===== config.mk =====
export PLATFORM = sky130hd
export DESIGN_NAME = alu_seq_accum_flat
export DESIGN_NICKNAME = d
export VERILOG_FILES = /design/src/rtl/alu_seq_accum_pkg.sv /design/src/rtl/alu_seq_accum_if.sv /design/src/rtl/alu_seq_accum_ripple_adder.sv /design/src/rtl/alu_seq_accum.sv /design/src/flat_wrapper.sv
export SDC_FILE = /design/constraint.sdc
export NUM_CORES = 1
export LEC_CHECK = 0
export CAP_MARGIN = 15
export CORE_MARGIN = 2
export CORE_UTILIZATION = 40
export DETAILED_ROUTE_END_ITERATION = 7
export PLACE_DENSITY_LB_ADDON = 0.08
export SKIP_CTS_REPAIR_TIMING = 1
export SLEW_MARGIN = 25
export SYNTH_ARGS = -nofsm -noshare
export SYNTH_HDL_FRONTEND = slang
export SYNTH_SLANG_ARGS = --single-unit

===== constraint.sdc =====
create_clock -name clock -period 3 [get_ports clock]
set_input_delay 0.9 -clock clock [delete_from_list [all_inputs] [get_ports clock]]
set_output_delay 0.9 -clock clock [all_outputs]
set_load 0.01 [all_outputs]

===== src/rtl/alu_seq_accum_pkg.sv =====
// Shared opcode and FSM encodings for the sequential accumulator ALU.
// Every block that decodes opcodes or inspects the FSM imports these definitions.
package alu_pkg;

  typedef enum logic [2:0] {
    OP_ADD = 3'd0,
    OP_SUB = 3'd1,
    OP_LOG = 3'd2,
    OP_OR  = 3'd3,
    OP_POP = 3'd4,
    OP_CAT = 3'd5,
    OP_REG = 3'd6,
    OP_MUL = 3'd7
  } op_t;

  typedef enum logic {
    ST_IDLE = 1'b0,
    ST_MUL  = 1'b1
  } state_t;

endpackage


===== src/rtl/alu_seq_accum_if.sv =====
// Request/result bundle between the board input logic and the ALU.
// Handshake: start is sampled only while busy=0. A non-multiply request completes on the
// same edge, and done pulses high for the following cycle. OP_MUL raises busy for WIDTH
// cycles, then pulses done. done and busy are never high together, and start is ignored
// while busy.
interface alu_seq_accum_if #(
  parameter int WIDTH = 4
);
  import alu_pkg::*;

  logic               start;
  logic [2:0]         op;
  logic [WIDTH-1:0]   a;
  logic [WIDTH-1:0]   b;
  logic               cin;
  logic               use_acc;
  logic [2*WIDTH-1:0] result;
  logic               busy;
  logic               done;
  state_t             dbg_state;

  modport master (
    output start, op, a, b, cin, use_acc,
    input  result, busy, done, dbg_state
  );

  modport slave (
    input  start, op, a, b, cin, use_acc,
    output result, busy, done, dbg_state
  );

endinterface


===== src/rtl/alu_seq_accum_ripple_adder.sv =====
// WIDTH-bit ripple-carry adder built from a chain of full adders.
// Used for OP_ADD and for each accumulate step of the shift-add multiplier.
module ripple_adder #(
  parameter int WIDTH = 4
) (
  input  logic [WIDTH-1:0] i_a,
  input  logic [WIDTH-1:0] i_b,
  input  logic             i_cin,
  output logic [WIDTH-1:0] o_sum,
  output logic             o_cout
);

  logic [WIDTH:0] w_carry;

  assign w_carry[0] = i_cin;

  for (genvar g = 0; g < WIDTH; g++) begin : g_fa
    assign o_sum[g]     = i_a[g] ^ i_b[g] ^ w_carry[g];
    assign w_carry[g+1] = (i_a[g] & i_b[g]) | (w_carry[g] & (i_a[g] ^ i_b[g]));
  end

  assign o_cout = w_carry[WIDTH];

endmodule


===== src/rtl/alu_seq_accum.sv =====
// Clocked ALU with an accumulator feedback path, a start/busy/done handshake and a
// multi-cycle shift-add multiplier. WIDTH must be at least 2.
module alu_seq_accum
  import alu_pkg::*;
#(
  parameter int WIDTH = 4,
  parameter int POP_A = 1,
  parameter int POP_B = 2
) (
  input  logic             clock,
  input  logic             resetn,
  alu_seq_accum_if.slave   bus
);

  localparam int W2    = 2 * WIDTH;
  localparam int CNT_W = $clog2(WIDTH);

  state_t             r_state;
  state_t             w_state_nxt;
  logic [W2-1:0]      r_result;
  logic [W2-1:0]      w_result_nxt;
  logic               r_done;
  logic               w_done_nxt;
  logic               w_load_mul;
  logic               w_step_mul;
  logic [WIDTH-1:0]   r_mcand;
  logic [W2-1:0]      r_prod;
  logic [W2-1:0]      w_prod_nxt;
  logic [CNT_W-1:0]   r_cnt;
  logic [WIDTH-1:0]   w_a_eff;
  logic [WIDTH-1:0]   w_add_sum;
  logic               w_add_cout;
  logic [WIDTH-1:0]   w_step_b;
  logic [WIDTH-1:0]   w_step_sum;
  logic               w_step_cout;
  logic [WIDTH:0]     w_sub;
  logic [W2-1:0]      w_op_result;

  function automatic int popcnt(input logic [WIDTH-1:0] v);
    int n;
    n = 0;
    for (int i = 0; i < WIDTH; i++) n += int'(v[i]);
    return n;
  endfunction

  assign w_a_eff = bus.use_acc ? r_result[WIDTH-1:0] : bus.a;

  ripple_adder #(.WIDTH(WIDTH)) u_add (
    .i_a    (w_a_eff),
    .i_b    (bus.b),
    .i_cin  (bus.cin),
    .o_sum  (w_add_sum),
    .o_cout (w_add_cout)
  );

  // Multiplier holds {partial_hi, multiplier_lo}; each step adds the multiplicand to the
  // high half when the current multiplier bit is set, then shifts the whole thing right.
  assign w_step_b = r_prod[0] ? r_mcand : '0;

  ripple_adder #(.WIDTH(WIDTH)) u_mul_step (
    .i_a    (r_prod[W2-1:WIDTH]),
    .i_b    (w_step_b),
    .i_cin  (1'b0),
    .o_sum  (w_step_sum),
    .o_cout (w_step_cout)
  );

  assign w_prod_nxt = {w_step_cout, w_step_sum, r_prod[WIDTH-1:1]};
  assign w_sub      = {1'b0, w_a_eff} - {1'b0, bus.b};

  always_comb begin
    w_op_result = '0;
    case (op_t'(bus.op))
      OP_ADD: w_op_result = W2'({w_add_cout, w_add_sum});
      OP_SUB: w_op_result = W2'(w_sub);
      OP_LOG: w_op_result = {~(w_a_eff ^ bus.b), ~(w_a_eff & bus.b)};
      OP_OR:  w_op_result = ((|w_a_eff) || (|bus.b)) ? W2'({WIDTH{1'b1}}) : '0;
      OP_POP: w_op_result = ((popcnt(w_a_eff) == POP_A) && (popcnt(bus.b) == POP_B))
                            ? {{WIDTH{1'b1}}, {WIDTH{1'b0}}} : '0;
      OP_CAT: w_op_result = {w_a_eff, ~bus.b};
      OP_REG: w_op_result = bus.cin ? r_result : '0;
      default: w_op_result = '0;
    endcase
  end

  always_ff @(posedge clock or negedge resetn) begin
    if (!resetn) begin
      r_state  <= ST_IDLE;
      r_result <= '0;
      r_done   <= 1'b0;
    end else begin
      r_state  <= w_state_nxt;
      r_result <= w_result_nxt;
      r_done   <= w_done_nxt;
    end
  end

  always_comb begin
    w_state_nxt  = r_state;
    w_result_nxt = r_result;
    w_done_nxt   = 1'b0;
    w_load_mul   = 1'b0;
    w_step_mul   = 1'b0;
    case (r_state)
      ST_IDLE: begin
        if (bus.start) begin
          if (op_t'(bus.op) == OP_MUL) begin
            w_load_mul  = 1'b1;
            w_state_nxt = ST_MUL;
          end else begin
            w_result_nxt = w_op_result;
            w_done_nxt   = 1'b1;
          end
        end
      end
      ST_MUL: begin
        w_step_mul = 1'b1;
        if (r_cnt == CNT_W'(WIDTH - 1)) begin
          w_result_nxt = w_prod_nxt;
          w_done_nxt   = 1'b1;
          w_state_nxt  = ST_IDLE;
        end
      end
      default: w_state_nxt = ST_IDLE;
    endcase
  end

  always_ff @(posedge clock or negedge resetn) begin
    if (!resetn) begin
      r_mcand <= '0;
      r_prod  <= '0;
      r_cnt   <= '0;
    end else if (w_load_mul) begin
      r_mcand <= w_a_eff;
      r_prod  <= {{WIDTH{1'b0}}, bus.b};
      r_cnt   <= '0;
    end else if (w_step_mul) begin
      r_prod  <= w_prod_nxt;
      r_cnt   <= r_cnt + 1'b1;
    end
  end

  assign bus.result    = r_result;
  assign bus.busy      = (r_state == ST_MUL);
  assign bus.done      = r_done;
  assign bus.dbg_state = r_state;

endmodule

===== src/flat_wrapper.sv =====
// flat-port wrapper written by rule: the top's interface ports become plain ports
module alu_seq_accum_flat import alu_pkg::*;
#(
  parameter int WIDTH = 4,
  parameter int POP_A = 1,
  parameter int POP_B = 2
)
  (clock, resetn, bus_start, bus_op, bus_a, bus_b, bus_cin, bus_use_acc, bus_result, bus_busy, bus_done, bus_dbg_state);
  alu_seq_accum_if #(.WIDTH(WIDTH)) bus_i ();
  input  logic clock;
  input  logic resetn;
  input wire logic [$bits(bus_i.start)-1:0] bus_start;
  input wire logic [$bits(bus_i.op)-1:0] bus_op;
  input wire logic [$bits(bus_i.a)-1:0] bus_a;
  input wire logic [$bits(bus_i.b)-1:0] bus_b;
  input wire logic [$bits(bus_i.cin)-1:0] bus_cin;
  input wire logic [$bits(bus_i.use_acc)-1:0] bus_use_acc;
  output wire logic [$bits(bus_i.result)-1:0] bus_result;
  output wire logic [$bits(bus_i.busy)-1:0] bus_busy;
  output wire logic [$bits(bus_i.done)-1:0] bus_done;
  output wire logic [$bits(bus_i.dbg_state)-1:0] bus_dbg_state;
  assign bus_i.start = bus_start;
  assign bus_i.op = bus_op;
  assign bus_i.a = bus_a;
  assign bus_i.b = bus_b;
  assign bus_i.cin = bus_cin;
  assign bus_i.use_acc = bus_use_acc;
  assign bus_result = bus_i.result;
  assign bus_busy = bus_i.busy;
  assign bus_done = bus_i.done;
  assign bus_dbg_state = bus_i.dbg_state;
  alu_seq_accum #(.WIDTH(WIDTH), .POP_A(POP_A), .POP_B(POP_B)) u_core (.clock(clock), .resetn(resetn), .bus(bus_i));
endmodule

* After elaboration in Yosys (flattened, before gate mapping)
Index checks and enable logic that the tools add are counted.
Storage, ports and cells: register bits 24, bits in latches 0, memory bits (writable) 0, bits in read-only memories 0, output and inout port bits 11, word-level logic and storage cells 102, memories kept 0
Operators by class: add/sub/neg operators 8, $mul 0, div/mod/pow operators 0, order comparisons 0, equal/unequal tests 14, shift-type cells 0, multiplexer cells 24, bitwise operators 43, reductions and logical operators 7
Operators with widths (number):
- $add 32x2->32 | 4
- $mux 8 | 7
- $pmux 8 s7 | 1
- $eq 32x2->1 const B | 1
- $eq 32x3->1 const B | 1
- $pmux 8 s2 | 1
- $and 1x1->1 | 15
- $xor 1x1->1 | 15
- $eq 3x3->1 const B | 4
- $mux 4 | 3
- $not 4->4 | 3
- $mux 1 | 8
- $reduce_or 4->1 | 2
- $or 1x1->1 | 7
- $eq 3x2->1 const B | 2
- $ne 2x2->1 const B | 3
- $sub 4x4->5 | 1
- $add 1x1->2 | 2
- $and 4x4->4 | 1
- $mux 2 | 2
- $pmux 1 s2 | 2
- $reduce_and 4->1 | 1
- $xor 4x4->4 | 1
- $eq 3x1->1 const B | 1
- 8 further kinds | 8

* Logic depth before layout (Yosys ltp)
Gate-level depths: netlist of run 1.
depth after elaboration 14, gate-level depth with buffers 13, gate-level depth less buffers 12

* Hierarchy
From an unflattened synthesis of run 1, not the netlist that was laid out.
Unflattened totals: cells, all modules 226, area total of the unflattened synthesis 2039.5 um^2
Modules (own cells, without submodules):
- alu_seq_accum | instances 1, cells each 198, area each 1804.2 um^2, seq. area each 600.6 um^2
- ripple_adder | instances 2, cells each 14, area each 117.6 um^2, seq. area each 0.0 um^2

* Least setup slack after synthesis of run 1
OpenSTA, ideal clock, no wires.
path kind input port to flip-flop, from in bus_use_acc, to reg u_core.r_result[4], in the netlist u_core.bus.result[4], arrival time 3.438 ns, required time 2.866 ns, path slack -0.572 ns, stages 13, path through buf_2 > mux2i_1 > inv_1 > fa_1 > inv_1 > fa_1 > inv_1 > fa_1 > fa_1 > mux2i_1 > nor3_1 > o41ai_1 > a21oi_1
On the way: word-level cells in the longest chain between the ends 14
Ends and longest elaborated chain:
- from (decl) | line flat_wrapper.sv:17 | input wire logic [$bits(bus_i.use_acc)-1:0] bus_use_acc;
- $mux 4 (*) | line alu_seq_accum.sv:46 | assign w_a_eff = bus.use_acc ? r_result[WIDTH-1:0] : bus.a;
- net u_core.u_add.i_a[0] | line alu_seq_accum_ripple_adder.sv:6 | input logic [WIDTH-1:0] i_a,
- branches (longest 9 deep; another with $add 32x2->32)
- $pmux 8 s7 (*) | line alu_seq_accum.sv:73 | case (op_t'(bus.op))
- $mux 8 (*) | line alu_seq_accum.sv:107 | if (op_t'(bus.op) == OP_MUL) begin
- $mux 8 (*) | line alu_seq_accum.sv:106 | if (bus.start) begin
- $pmux 8 s2 (*) | line alu_seq_accum.sv:104 | case (r_state)
- to (signal assigned) | line alu_seq_accum.sv:93 | r_result <= w_result_nxt;
- to (decl) | line alu_seq_accum.sv:20 | logic [W2-1:0] r_result;
Mark *: on every way through the listed nets, which the timed path passes. The select of a mux whose other input is x is not followed. A chain may end at the register's enable or synchronous reset.

* Worst setup path in the final report of run 1
Ends and elaborated chain as after synthesis.

==> results.yml, run 1 <==
clocking:
  clock-root-buffer: "clkbuf_8"
  cts_num_sinks: 24
  clkSlewWorstSetupHoldPaths_ns: 0.09
  worst_skew_pair.late_latency_ns: 0.27
  cts_made_buffers: 3
  cts.htree.levels: 1
  tritoncts: "yes"
  clock_path_buffers: 2
final_layout:
  drive_gt1_frac: 0.2451
  postLayoutCellArea_um2: 2576
  synthToLayoutAreaGrowth_pct: 34.22
  finish.utilization: 0.5528
  num_antenna_cells: 0
  most_common_library_cell_in_the_layout_ignoring_fill_and_taps: "buf_4"
  post_layout_nonfiller_instances: 311
  most-common-layout-cells: "30 x buf_4, 24 x dfrtp_1, 20 x nand2_1, 20 x clkdlybuf4s50_1, 16 x nor2_1"
  finalNetCount: 300
synth:
  netlist-cell-type-count: 45
  ys_ff_latch: 24
  seq_area_frac_synth: 0.3129
  synthesis.nets: 250
  synth_edf_count: 0
  asyncSetResetFlopFracSynth: 1.000
  synth_area_leader_cell: "dfrtp_1"
  synth_area_um2: 1919
  synthesis.area_per_instance_um2: 9.228
  synthDominantCellAreaShare: 0.3129
  syn-instance-count: 208
  ys_warn_count: 0
  ys_dominant_reg_cell: "dfrtp_1"
  post_synth_main_area_contributors: "dfrtp_1 31%, fa_1 10%, ha_1 10%, a21oi_1 4.2%, nand2_1 3.9%"
sta:
  timing.final.crit_share: 1.051
  finalSetupViolations: 1
  report.final.hold_viol_count: 0
  maxSlewHeadroom: 0.5920
  worst-slew-pin-transition_ns: 0.6041
  layout_min_cycle_time_ns: 3.152
  timing.final.max_slew_violations: 0
  skew_ns: 0.004234
  setup_total_negative_slack_ns: -0.1516
  postLayoutSetupSlackWorst_ns: -0.1516
  grt_setup_unrepaired: "yes"
  holdWs_ns: 0.4845
  fmax_mhz: 317.3
placed_design:
  detailed_place_hpwl_um: 4327
  io_buffer_count: 26
  detailed_place.area_um2: 2449
  gp_congestion: 0.9251
  place_ws_ns: -0.8727
  post_place_cells: 306
drt:
  detail_route.vias_per_cell: 5.354
  number_of_nets_still_failing_antenna_checks_after_routing: 0
  detailroute.via_count: 1665
  detail_route.wirelength_um: 5365
  drtPass1Iterations: 5
  wl_per_cell_um: 17.25
  drt_iter0_markers: 119
  route.detailed.drc: 0
power_and_ir_drop:
  leakage_nw: 1.184
  power.density_cell_area_nw_per_um2: 737.7
  fin_total_pwr_mw: 1.901
  vdd_drop_max_v: 0.0002363
floorplanning:
  initial_core_utilization: 0.4118
  die_area_um2: 5368
  placeableCoreArea_um2: 4661
  floorplan.die.height_um: 73.27
  placementRows: 25
  design.portCount: 27
  die_x_um: 73.27
run:
  max_cap_violations: 0
global_route:
  number_of_global_route_vias_before_repair: 1624
  globalRouteTotalUtil: 0.2126
  grt_max_degree: 25
  gr-total-overflow: 0
  grt_pass1_wl_um: 8625
  grt_antenna_before_repair: 0
setup_path:
  critPathCaptureType: "flip-flop"
  worstSetupStartpointType: "input port"
  worst-endpoint-required_ns: 3.14
  worstPathMaxFanout: 2
  worst_endpoint_data_arrival_time_ns: 3.29
  r2r_setup_slack_ns: 0.19
  timing.setup.critical_path_class: "input port to flip-flop"
hold_path:
  class_of_the_tightest_hold_or_removal_check: "flip-flop to flip-flop"
run_status:
  violations: "setup timing"
  run_status: "finished with violations"
[state kept, by name (all words and copies together) (netlist names)]
| signal | count |
|---|---|
| u_core.r_prod | 8 |
| u_core.r_cnt | 2 |
| u_core.bus.done | 1 |
| u_core.r_mcand | 4 |
| u_core.bus.busy | 1 |
| u_core.bus.result | 8 |
[worst max-delay path, stage by stage]
cell     delay [ns]
buf_8          0.08
mux2i_4        0.22
inv_2          0.06
fa_2           0.33
inv_2          0.06
fa_2           0.19
inv_2          0.04
fa_2           0.39
fa_2           0.39
mux2i_2        0.17
nor3_2         0.06
o41ai_2        0.30
a21oi_1        0.11
[layer usage]
metal / vias to the layer above / global-route usage / share of wire
met2: 34 / 0.3514 / 0.49
li1: 823 / - / -
met1: 804 / 0.3079 / 0.48
met3: 4 / 0.008230 / 0.022
met5: - / 0 / 0
met4: 0 / 0.05144 / 0.011
[where the power goes]
part	total, mW	internal [mW]	switching (mW)
Clock	0.224	0.117	0.107
Sequential	0.614	0.473	0.142
Combinational	1.06	0.531	0.531
[Yosys cell counts (3+ instances only)]
cell       count
fa_1          10
ha_1          16
a31oi_1        5
clkbuf_1       4
inv_1         19
nand3_1        3
and2_1         4
dfrtp_1       24
nand2b_1       5
a32o_1         3
buf_2          6
mux2i_1        4
nand2_1       20
o21ai_0       13
a21oi_1       16
nor2_1        16
a2111oi_0      4
[kinds of logic after synthesis]
family / count (synthesis) / share of synthesized area
and+or+nand+nor: 62 / 0.1695
AOI/OAI and AO/OA: 57 / 0.1930
buffers and inverters: 31 / 0.07040
adders and majority gates: 26 / 0.2086
DFF: 24 / 0.3129
muxes: 7 / 0.04107
xor gates and xnor gates: 1 / 0.004564
[path summary, 6_finish.rpt]
check,start,to,cells after the start
min in group asynchronous,resetn,u_core.bus.result[6],2
min,u_core.r_mcand[3],u_core.r_mcand[3],2
max in group asynchronous,resetn,u_core.bus.result[4],2
max,bus_use_acc,u_core.bus.result[4],13
max reg2reg,u_core.bus.result[0],u_core.bus.result[4],12
min reg2reg,u_core.r_mcand[3],u_core.r_mcand[3],2
[cell type report]
cell class              count  area (µm²)
repair buffers             57       506.7
inverters                  19       71.32
fillers                   425        2085
flip-flops and latches     24       600.6
multi-input cells         153        1275
well taps                  54       67.56
clock buffers               4       55.05
(Power assumes the default switching activity.)
==> run 2, diff against run 1 <==
--- a/config.mk
+++ b/config.mk
@@ -8,2 +8,4 @@
 export CAP_MARGIN = 15
+export CELL_PAD_IN_SITES_DETAIL_PLACEMENT = 1
+export CELL_PAD_IN_SITES_GLOBAL_PLACEMENT = 1
 export CORE_MARGIN = 2
==> constraint.sdc (replaced) <==
create_clock -name clock -period 3.25 [get_ports clock]
set_input_delay 0.65 -clock clock [delete_from_list [all_inputs] [get_ports clock]]
set_output_delay 0.65 -clock clock [all_outputs]
set_load 0.01 [all_outputs]
==> results.yml, run 2 (synthesis gave the netlist of run 1 again) <==
clocking:
  cts_num_sinks: 24
  worst_skew_pair.late_latency_ns: 0.28
  clock_path_buffers: 2
  clock-root-buffer: "clkbuf_8"
  cts.htree.levels: 1
  clkSlewWorstSetupHoldPaths_ns: 0.09
  tritoncts: "yes"
  cts_made_buffers: 3
final_layout:
  n_fill_cell: 560
  postLayoutCellArea_um2: 2447
  ff_latch_area_um2: 600.6
  multi_input_area_um2: 1199
  num_antenna_cells: 0
  finalNetCount: 292
  most-common-layout-cells: "24 x clkdlybuf4s50_1, 24 x dfrtp_1, 23 x buf_4"
  drive_gt1_frac: 0.1486
  post_layout_nonfiller_instances: 303
  synthToLayoutAreaGrowth_pct: 27.51
sta:
  skew_ns: 0.002516
  worst-slew-pin-transition_ns: 0.7334
  setup_total_negative_slack_ns: 0
  maxSlewHeadroom: 0.5095
  layout_min_cycle_time_ns: 3.115
  finalSetupViolations: 0
  timing.final.crit_share: 0.9584
  grt_setup_unrepaired: "no"
  postLayoutSetupSlackWorst_ns: 0.1354
  fmax_mhz: 321.1
  timing.final.max_slew_violations: 0
  report.final.hold_viol_count: 0
setup_path:
  worst_endpoint_data_arrival_time_ns: 3.32
  critPathCaptureType: "flip-flop"
  worst-endpoint-required_ns: 3.45
  worstPathMaxFanout: 4
  timing.setup.critical_path_class: "input port to flip-flop"
  worstSetupStartpointType: "input port"
drt:
  drtPass1Iterations: 4
  detailroute.via_count: 1693
  detail_route.vias_per_cell: 5.587
  route.detailed.drc: 0
  wl_per_cell_um: 19.46
  drt_iter0_markers: 70
  number_of_nets_still_failing_antenna_checks_after_routing: 0
  detail_route.wirelength_um: 5896
global_route:
  grt_pass1_wl_um: 9660
  number_of_global_route_vias_before_repair: 1933
  grt_antenna_before_repair: 0
  globalRouteTotalUtil: 0.2449
  grt_max_degree: 25
  gr-total-overflow: 0
floorplanning:
  die_area_um2: 5368
  placeableCoreArea_um2: 4661
  initial_core_utilization: 0.4118
  floorplan.die.height_um: 73.27
  design.portCount: 27
  placementRows: 25
  die_x_um: 73.27
power_and_ir_drop:
  leakage_nw: 1.132
  power.density_cell_area_nw_per_um2: 732.4
  fin_total_pwr_mw: 1.793
  vdd_drop_max_v: 0.0003372
placed_design:
  gp_congestion: 0.8995
  detailed_place.area_um2: 2369
  io_buffer_count: 26
  place_ws_ns: -0.5769
  post_place_cells: 299
  detailed_place_hpwl_um: 4762
run_status:
  run_status: "finished clean"
run:
  max_cap_violations: 0
hold_path:
  class_of_the_tightest_hold_or_removal_check: "flip-flop to flip-flop"
[run 2: changes by cell type in the layout (fill, tap and decap cells not counted), sizes merged]
cell           before  now
clkdlybuf4s50      20   24
buf                32   23
dlymetal6s2s        4    2
clkbuf              5    3
bufinv              0    1
[run 2: worst max-delay path: stages]
cell and delay (ns):
clkdlybuf4s50_1 0.58, inv_1 0.09, ha_1 0.31, fa_1 0.37
ha_1 0.27, or4b_4 0.46, nor4_4 0.26, o21ai_1 0.13
a31oi_1 0.18
[run 2: worst paths after layout]
| check | end | from | cells past startpoint | slack [ns] |
|---|---|---|---|---|
| setup / recovery | u_core.bus.result[7] | bus_b[0] | 9 | 0.14 |
| hold / removal | u_core.r_cnt[0] | u_core.r_cnt[0] | 1 | 0.50 |
| setup reg to reg | u_core.bus.result[4] | u_core.bus.result[0] | 12 | 0.43 |
| hold reg to reg | u_core.r_cnt[0] | u_core.r_cnt[0] | 1 | 0.50 |
| max in group asynchronous | u_core.bus.result[3] | resetn | 2 | 2.27 |
| min in group asynchronous | u_core.r_cnt[1] | resetn | 2 | 0.74 |
[run 2: report_power, final]
group          internal [mW]  switching [mW]  total (mW)
registers              0.436           0.124       0.560
clock network          0.165           0.103       0.268
logic                  0.465           0.500       0.964
[run 2: area by class of cell]
cell class | count | area share
timing repair buffer | 49 | 0.1789
inverter | 19 | 0.02914
sequential | 24 | 0.2454
multi-input combinational | 153 | 0.4898
clock buffer | 3 | 0.01687
tap | 54 | 0.02761
clock inverter | 1 | 0.01227
[run 2: stage by stage]
step	utilization	hold slack (ns)
after global placement	0.5082	0.4597
after floorplan	-	0.3544
final	0.5251	0.5000
after global routing	0.5251	0.5278
after detailed placement	0.5082	0.4858
after CTS	0.5235	0.5060
[run 2: metal layers]
layer | global-route usage | vias up | part of all wire
met4 | 0.1317 | 0 | 0.039
met3 | 0.02606 | 17 | 0.030
met2 | 0.4174 | 36 | 0.50
li1 | - | 805 | -
met5 | 0 | - | 0
met1 | 0.3029 | 835 | 0.43
==> run 3, diff against run 2 <==
CORE_UTILIZATION = 30   (was 40)
==> results.yml, run 3 (synthesis gave the netlist of run 1 again) <==
drt:
  drt_iter0_markers: 51
  number_of_nets_still_failing_antenna_checks_after_routing: 0
  detail_route.wirelength_um: 6243
  detailroute.via_count: 1707
  route.detailed.drc: 0
  detail_route.vias_per_cell: 5.204
  wl_per_cell_um: 19.03
  drtPass1Iterations: 4
sta:
  timing.final.max_slew_violations: 0
  worst-slew-pin-transition_ns: 0.7311
  fmax_mhz: 324.4
  report.final.hold_viol_count: 0
  grt_setup_unrepaired: "no"
  skew_ns: 0.003862
  layout_min_cycle_time_ns: 3.083
  finalSetupViolations: 0
  maxSlewHeadroom: 0.5111
  timing.final.crit_share: 0.9485
  postLayoutSetupSlackWorst_ns: 0.1672
  setup_total_negative_slack_ns: 0
power_and_ir_drop:
  vdd_drop_max_v: 0.0003436
  internal_power_mw: 1.064
  power_frac_seq: 0.312
  swShare: 0.4060
  leakage_nw: 1.152
  p_sw_uw: 727.4
  share_clk_of_total_power: 0.152
  fin_total_pwr_mw: 1.791
  power.density_cell_area_nw_per_um2: 720.6
  power.share.combinational: 0.536
run:
  max_cap_violations: 0
hold_path:
  class_of_the_tightest_hold_or_removal_check: "flip-flop to flip-flop"
placed_design:
  detailed_place.area_um2: 2412
  io_buffer_count: 26
  gp_congestion: 0.7724
  detailed_place_hpwl_um: 5156
  place_ws_ns: -0.6088
global_route:
  grt_max_degree: 25
  grt_pass1_wl_um: 10360
  gr-total-overflow: 0
  globalRouteTotalUtil: 0.1909
  grt_antenna_before_repair: 0
  number_of_global_route_vias_before_repair: 1939
floorplanning:
  initial_core_utilization: 0.3058
  die_area_um2: 7053
  placementRows: 29
  floorplan.die.height_um: 83.99
  die_x_um: 83.99
  placeableCoreArea_um2: 6277
  design.portCount: 27
final_layout:
  most_common_library_cell_in_the_layout_ignoring_fill_and_taps: "buf_4"
  finalNetCount: 294
  most-common-layout-cells: "25 x buf_4, 24 x dfrtp_1, 22 x clkdlybuf4s50_1"
  drive_gt1_frac: 0.1554
  finish.utilization: 0.3961
  synthToLayoutAreaGrowth_pct: 29.53
  postLayoutCellArea_um2: 2486
  num_antenna_cells: 0
  n_fill_cell: 756
setup_path:
  path_common_cell: "ha_1"
  critical_path_s_slowest_cell: "clkdlybuf4s50_1"
  timing.setup.critical_path_class: "input port to flip-flop"
  path_cells: "clkdlybuf4s50_1 > inv_1 > ha_1 > fa_1 > ha_1 > or4b_4 > nor4_4 > o21ai_1 > a31oi_1"
  worst_endpoint_data_arrival_time_ns: 3.28
  worstSetupStartpointType: "input port"
  timing.critical_path.slowest_cell_delay_ns: 0.48
  worst-endpoint-required_ns: 3.45
  critPathCaptureType: "flip-flop"
  worstPathMaxFanout: 4
clocking:
  cts.htree.levels: 1
  worst_skew_pair.late_latency_ns: 0.27
  clock-root-buffer: "clkbuf_8"
  cts_num_sinks: 24
  clkSlewWorstSetupHoldPaths_ns: 0.09
  clock_path_buffers: 2
  tritoncts: "yes"
  cts_made_buffers: 3
run_status:
  run_status: "finished clean"
==> run 3: cell count changes in the layout (fill, tap and decap cells not counted) <==
cell	change
clkdlybuf4s50_1	-2
dlymetal6s2s_1	+1
buf_4	+2
fa_1	+1
fa_2	-1
clkbuf_2	+1
==> run 3: layout make-up <==
cell class / count / area (µm²) / share of cell area
clock inverter: 1 / 30.03 / 0.01208
sequential: 24 / 600.6 / 0.2416
timing repair buffer: 51 / 450.4 / 0.1812
tap: 77 / 96.34 / 0.03875
clock buffer: 3 / 41.29 / 0.01661
inverter: 19 / 71.32 / 0.02869
multi-input combinational: 153 / 1196 / 0.4811
==> run 3: metrics by stage <==
step                hold slack (ns)  std cells
floorplan                    0.3544        208
global placement             0.4605        324
detailed placement           0.4663        324
CTS                          0.4879        328
global route                 0.5171        328
finish                       0.4796        328
==> run 3: power by group through the flow <==
stage	logic [mW]	clock network (mW)	registers, mW
2_1_floorplan	0.539	0	0.544
3_3_place_gp	0.941	0	0.559
3_5_place_dp	0.983	0	0.566
4_1_cts	0.983	0.276	0.564
5_1_grt	1.08	0.289	0.585
6_report	0.961	0.272	0.558
==> run 3: layer usage <==
metal | track usage | wire (µm)
met4 | 0.04839 | 96
met5 | 0 | 0
met3 | 0.03264 | 146
met2 | 0.3433 | 3246
met1 | 0.2361 | 2754
==> run 3: path summary, 6_finish.rpt <==
check / from / endpoint / slack (ns) / cells past startpoint
worst min register to register: u_core.r_mcand[3] / u_core.r_mcand[3] / 0.48 / 2
min in group asynchronous: resetn / u_core.r_prod[1] / 0.74 / 2
max in group asynchronous: resetn / u_core.bus.result[4] / 2.26 / 2
worst max register to register: u_core.bus.result[0] / u_core.bus.result[4] / 0.40 / 12
worst min-delay path: u_core.r_mcand[3] / u_core.r_mcand[3] / 0.48 / 2
worst max-delay path: bus_b[1] / u_core.bus.result[7] / 0.17 / 9
==> run 3: critical path: cells and delay by family <==
family / cells / cell delay [ns]
adder cells (fa/ha/maj): 3 / 0.96
buffers and inverters: 2 / 0.54
AND/OR/NAND/NOR: 2 / 0.78
AO/OA/AOI/OAI: 2 / 0.35
==> RTL change 1: new RTL, flow settings as in run 2 <==
`r_result` no longer has a reset.
--- a/src/rtl/alu_seq_accum.sv
+++ b/src/rtl/alu_seq_accum.sv
@@ -86,13 +86,15 @@
   always_ff @(posedge clock or negedge resetn) begin
     if (!resetn) begin
       r_state  <= ST_IDLE;
-      r_result <= '0;
       r_done   <= 1'b0;
     end else begin
       r_state  <= w_state_nxt;
-      r_result <= w_result_nxt;
       r_done   <= w_done_nxt;
     end
+  end
+
+  always_ff @(posedge clock) begin
+    r_result <= w_result_nxt;
   end
 
   always_comb begin
Behaviour: not the same (Yosys sat finds a counterexample within 4 cycles, from zero or initial values and one cycle with resetn low).
==> RTL change 1 against run 2 <==
- final area is 3.5% lower
- sequential cell count unchanged
- sequential share of layout area grew 2.6 points
- setup slack worse by 0.0044 ns
- routed wire length is 11% lower
- total power decreased by 23%
- area after synthesis is 0.98% lower
- fmax is 0.14% lower
- critical path type unchanged
- critical endpoint is now u_core.bus.result[3]
==> RTL change 1: results (changes against run 2) <==
STATUS
------------------------------------------------------------------------------------
Outcome ............................................................... finished clean   unchanged

GRT
------------------------------------------------------------------------------------
Global-route met2 utilization .........................................        40.8%   was 41.7%
Met1 routing resource usage after global routing ......................        28.0%   was 30.3%
Global-route wire length before repair ................................ 8870 microns   was 9660 microns
Overall routing resource usage ........................................        21.9%   was 24.5%
Via count of the first global-routing pass ............................         1780   was 1933
Met3 usage ............................................................        1.24%   was 2.61%

SYNTHESIS
------------------------------------------------------------------------------------
Ranking of synthesized cells by area .................................. dfrtp_1 (21%), edfxtp_1 (13%), fa_1 (11%), ha_1 (11%), nand2_1 (4.9%)   was dfrtp_1 (31%), fa_1 (10%), ha_1 (10%), a21oi_1 (4.2%), nand2_1 (3.9%)
Ranking of synthesized cells by instance count ........................ nand2_1 (25), inv_1 (20), dfrtp_1 (16), ha_1 (16), o21ai_0 (15)   was dfrtp_1 (24), nand2_1 (20), inv_1 (19)
Sequential-to-total area share from yosys stat ........................        33.7%   was 31.3%
Count of unique library cells instantiated by Yosys ...................           45   unchanged
Total nets after synthesis ............................................          237   was 250
Proportion of synthesized flip-flops having asynchronous set or reset .        66.7%   was 100%
Number of flops mapped to enable cells by yosys .......................            8   was 0
Mean instance size in the synthesized netlist .........................   9.75 sq um   was 9.23 sq um

FINAL LAYOUT
------------------------------------------------------------------------------------
Post-route non-filler standard cell count .............................          286   was 303
Layout cell share with drive strength beyond 1 ........................        13.4%   was 14.9%
Layout filler cell count ..............................................          551   was 560

SETUP PATH
------------------------------------------------------------------------------------
CP max FO .............................................................            2   was 4
Worst path arrival time ...............................................      3.14 ns   was 3.32 ns
Delay of the slowest critical-path stage ..............................      0.46 ns   was 0.58 ns

POWER AND IR DROP
------------------------------------------------------------------------------------
Leak pwr ..............................................................      1.04 nW   was 1.13 nW
Maximum vdd ir drop ...................................................     0.167 mV   was 0.337 mV
Fraction of power spent switching nets ................................        39.3%   was 40.5%

DRT
------------------------------------------------------------------------------------
First-iteration detailed-routing DRC count ............................           71   was 70
Routed WL per cell .................................................... 18.3 microns   was 19.5 microns
Detail-routed via count per cell ......................................         5.44   was 5.59

PLACEMENT
------------------------------------------------------------------------------------
Count of port buffers added during placement ..........................           26   unchanged
DP HPWL ............................................................... 4390 microns   was 4760 microns
Placed Instance Area ..................................................   2310 sq um   was 2370 sq um
Placed instance count .................................................          282   was 299
Final weighted congestion of routability-driven global placement ......        0.841   was 0.900
Dpl ws ................................................................    -0.569 ns   was -0.577 ns

STA
------------------------------------------------------------------------------------
Slew at the pin closest to its max-slew limit .........................     0.745 ns   was 0.733 ns
Setup clock skew after layout .........................................   0.00777 ns   was 0.00252 ns

CTS
------------------------------------------------------------------------------------
CTS root buffer .......................................................     clkbuf_8   unchanged

==> RTL change 1: metal layers <==
metal,vias up,routed length (microns)
met5,-,0
li1,748,-
met2,18,2820
met1,785,2320
met3,4,68
met4,0,31
==> RTL change 1: power by group through the flow <==
stage | Clock (W) | Combinational (W) | Sequential [W]
2_1_floorplan | 0 | 0.000374 | 0.000536
3_3_place_gp | 0 | 0.000638 | 0.000536
3_5_place_dp | 0 | 0.000671 | 0.000545
4_1_cts | 0.000183 | 0.000674 | 0.000539
5_1_grt | 0.000198 | 0.000758 | 0.000551
6_report | 0.000182 | 0.000668 | 0.000536
==> RTL change 1: final timing paths <==
path,start,slack (ns),cells after the start,endpoint
worst min register to register,u_core.r_prod[7],0.49,2,u_core.r_prod[7]
worst max register to register,u_core.bus.result[0],0.37,11,u_core.bus.result[3]
max in group asynchronous,resetn,1.96,1,u_core.bus.done
min in group asynchronous,resetn,0.82,1,u_core.r_prod[4]
worst max-delay path,bus_cin,0.13,10,u_core.bus.result[3]
worst min-delay path,u_core.r_prod[7],0.49,2,u_core.r_prod[7]
==> RTL change 1: cells by family (layout without fill, tap and decap cells) <==
logic type	after synthesis	in the layout	share of synthesized area, %
AOI/OAI and AO/OA	44	44	15.5
and+or+nand+nor	65	65	17.8
xor gates and xnor gates	1	1	0.461
DFF	24	24	33.7
muxes	5	5	4.21
adders and majority gates	26	26	21.1
buffers and inverters	30	67	7.24
==> RTL change 1: worst reg2reg max path, stage by stage (launching register included) <==
cell       delay (ns)
edfxtp_1         0.45
mux2i_4          0.18
inv_2            0.06
fa_1             0.36
inv_1            0.07
fa_1             0.15
inv_1            0.05
fa_1             0.38
fa_1             0.45
o2bb2ai_1        0.15
a211oi_2         0.22
o211ai_1         0.11
==> RTL change 1: final cells by class <==
cell class                 count  area (sq um)  share of cell area (%)
timing repair buffer          43           393                    16.6
tap                           54          67.6                    2.86
clock buffer                   3          41.3                    1.75
clock inverter                 1          3.75                   0.159
inverter                      20          75.1                    3.18
multi-input combinational    141          1140                    48.3
sequential                    24           641                    27.1
==> RTL change 1: through the flow <==
step,util [%],setup TNS (ns),hold slack (ns),power (W)
after global routing,50.7,0,0.534,0.00151
after detailed placement,49.5,-1.75,0.473,0.00122
after floorplan,-,0,0.354,0.000909
after CTS,50.4,-0.294,0.496,0.00140
final,50.7,0,0.488,0.00139
after global placement,49.5,-1.36,0.465,0.00117
==> RTL change 2: new RTL, settings of run 2 <==
Made on the original files. `WIDTH` is set to 4 in 4 places; all go to 2.
--- a/src/rtl/alu_seq_accum_if.sv
+++ b/src/rtl/alu_seq_accum_if.sv
@@ -4,7 +4,7 @@
 // cycles, then pulses done. done and busy are never high together, and start is ignored
 // while busy.
 interface alu_seq_accum_if #(
-  parameter int WIDTH = 4
+  parameter int WIDTH = 2
 );
   import alu_pkg::*;
 
--- a/src/rtl/alu_seq_accum_ripple_adder.sv
+++ b/src/rtl/alu_seq_accum_ripple_adder.sv
@@ -1,7 +1,7 @@
 // WIDTH-bit ripple-carry adder built from a chain of full adders.
 // Used for OP_ADD and for each accumulate step of the shift-add multiplier.
 module ripple_adder #(
-  parameter int WIDTH = 4
+  parameter int WIDTH = 2
 ) (
   input  logic [WIDTH-1:0] i_a,
   input  logic [WIDTH-1:0] i_b,
--- a/src/rtl/alu_seq_accum.sv
+++ b/src/rtl/alu_seq_accum.sv
@@ -3,7 +3,7 @@
 module alu_seq_accum
   import alu_pkg::*;
 #(
-  parameter int WIDTH = 4,
+  parameter int WIDTH = 2,
   parameter int POP_A = 1,
   parameter int POP_B = 2
 ) (
--- a/src/flat_wrapper.sv
+++ b/src/flat_wrapper.sv
@@ -1,7 +1,7 @@
 // flat-port wrapper written by rule: the top's interface ports become plain ports
 module alu_seq_accum_flat import alu_pkg::*;
 #(
-  parameter int WIDTH = 4,
+  parameter int WIDTH = 2,
   parameter int POP_A = 1,
   parameter int POP_B = 2
 )
Interface: changed (resized bus_a, bus_b and bus_result); port bits go from 27 to 19. The function was not compared with the original's and may differ.
==> RTL change 2 against run 2 <==
- area after synthesis is 47% lower
- setup slack gained 0.38 ns
- final area decreased by 49%
- total power fell by 62%
- clock power fell by 62%
- routed wire length decreased by 56%
- sequential cell count is 11 lower
- register-to-register slack improved by 0.66 ns
- critical path type unchanged
==> RTL change 2: results (changes against run 2) <==
STATUS
-------------------------------------------------------------------------------
Outcome .......................................................... finished clean   unchanged

PLACEMENT
-------------------------------------------------------------------------------
Placed Instance Area .............................................   1210 sq um   was 2370 sq um
DP HPWL .......................................................... 2070 microns   was 4760 microns
Final weighted congestion of routability-driven global placement .        0.850   was 0.900
Count of port buffers added during placement .....................           18   was 26
Dpl ws ...........................................................     0.214 ns   was -0.577 ns

GRT
-------------------------------------------------------------------------------
Via count of the first global-routing pass .......................          912   was 1933
Pin count of the biggest net entering global routing .............           17   was 25
Overall routing resource usage ...................................        21.0%   was 24.5%
Global-route wire length before repair ........................... 4340 microns   was 9660 microns

FINAL LAYOUT
-------------------------------------------------------------------------------
Net count, final .................................................          151   was 292
Layout cell share with drive strength beyond 1 ...................        10.9%   was 14.9%

SYNTHESIS
-------------------------------------------------------------------------------
Total nets after synthesis .......................................          131   was 250
Ranking of synthesized cells by area ............................. dfrtp_1 (32%), fa_1 (7.9%), ha_1 (7.4%), a21oi_1 (4.4%), inv_1 (3.7%)   was dfrtp_1 (31%), fa_1 (10%), ha_1 (10%), a21oi_1 (4.2%), nand2_1 (3.9%)
Ranking of synthesized cells by instance count ................... dfrtp_1 (13), inv_1 (10), a21oi_1 (9), nand2_1 (9), ha_1 (6)   was dfrtp_1 (24), nand2_1 (20), inv_1 (19)
Synth warn .......................................................            0   unchanged
Leading cell type by number of instances after synthesis .........      dfrtp_1   unchanged
Count of unique library cells instantiated by Yosys ..............           43   was 45
Sequential-to-total area share from yosys stat ...................        32.0%   was 31.3%

STA
-------------------------------------------------------------------------------
Tightest slew margin relative to the limit .......................        61.0%   was 51.0%
Setup clock skew after layout ....................................   0.00481 ns   was 0.00252 ns

POWER AND IR DROP
-------------------------------------------------------------------------------
Maximum vdd ir drop ..............................................     0.274 mV   was 0.337 mV
Leak pwr .........................................................     0.544 nW   was 1.13 nW

DRT
-------------------------------------------------------------------------------
Routed WL per cell ............................................... 16.3 microns   was 19.5 microns
First-iteration detailed-routing DRC count .......................            7   was 70
Router iterations before antenna repair ..........................            6   was 4
Overall via count from detail_route ..............................          879   was 1693

CTS
-------------------------------------------------------------------------------
CTS root buffer ..................................................     clkbuf_4   was clkbuf_8

SETUP PATH
-------------------------------------------------------------------------------
Worst path arrival time ..........................................      2.89 ns   was 3.32 ns

[RTL change 2: critical path: stages]
cell,delay (ns)
clkdlybuf4s50_1,0.55
inv_1,0.11
fa_1,0.39
inv_1,0.07
fa_1,0.41
nor2b_1,0.14
a211o_1,0.28
a211oi_1,0.21
o21ai_1,0.08
[RTL change 2: final cells by class]
cell class              instances  area (sq um)
repair buffers                 20           195
well taps                      30          37.5
clock buffers                   4          26.3
flip-flops and latches         13           325
fillers                       305          1190
inverters                      11          41.3
multi-input cells              80           612
[RTL change 2: worst paths after layout]
kind / depth (start not counted) / start / endpoint / slack [ns]
max reg2reg: 8 / u_core.bus.result[0] / u_core.bus.result[1] / 1.09
min: 2 / u_core.r_prod[3] / u_core.r_prod[3] / 0.50
min in group asynchronous: 1 / resetn / u_core.bus.busy / 0.74
max in group asynchronous: 1 / resetn / u_core.r_prod[0] / 2.13
min reg2reg: 2 / u_core.r_prod[3] / u_core.r_prod[3] / 0.50
max: 9 / bus_b[0] / u_core.bus.result[1] / 0.52
[RTL change 2: metrics by stage]
step,hold slack [ns],std cells
after global placement,0.467,154
after detailed placement,0.489,154
after floorplan,0.354,109
after CTS,0.511,158
final,0.499,158
after global routing,0.537,158
[RTL change 2: kinds of logic (layout without fill, tap and decap cells)]
group	count (synthesis)	after routing	synth area share (%)
flops	13	13	32.0
mux	3	3	3.32
buf+inv	16	35	7.76
compound gates	28	28	18.3
simple gates	39	39	23.3
fa+ha+maj	10	10	15.3
[RTL change 2: report_power, final]
group          total, W  switching (W)  internal (W)
sequential     0.000268      0.0000539      0.000214
clock          0.000102      0.0000543     0.0000476
combinational  0.000306       0.000150      0.000155
[RTL change 2: metal layers]
layer  track usage (%)  wire [microns]  vias to the layer above
li1                  -               -                      421
met1              26.7            1150                      440
met2              36.3            1350                       16
met3              2.46              56                        2
met4              7.50              21                        0
met5                 0               0                        -
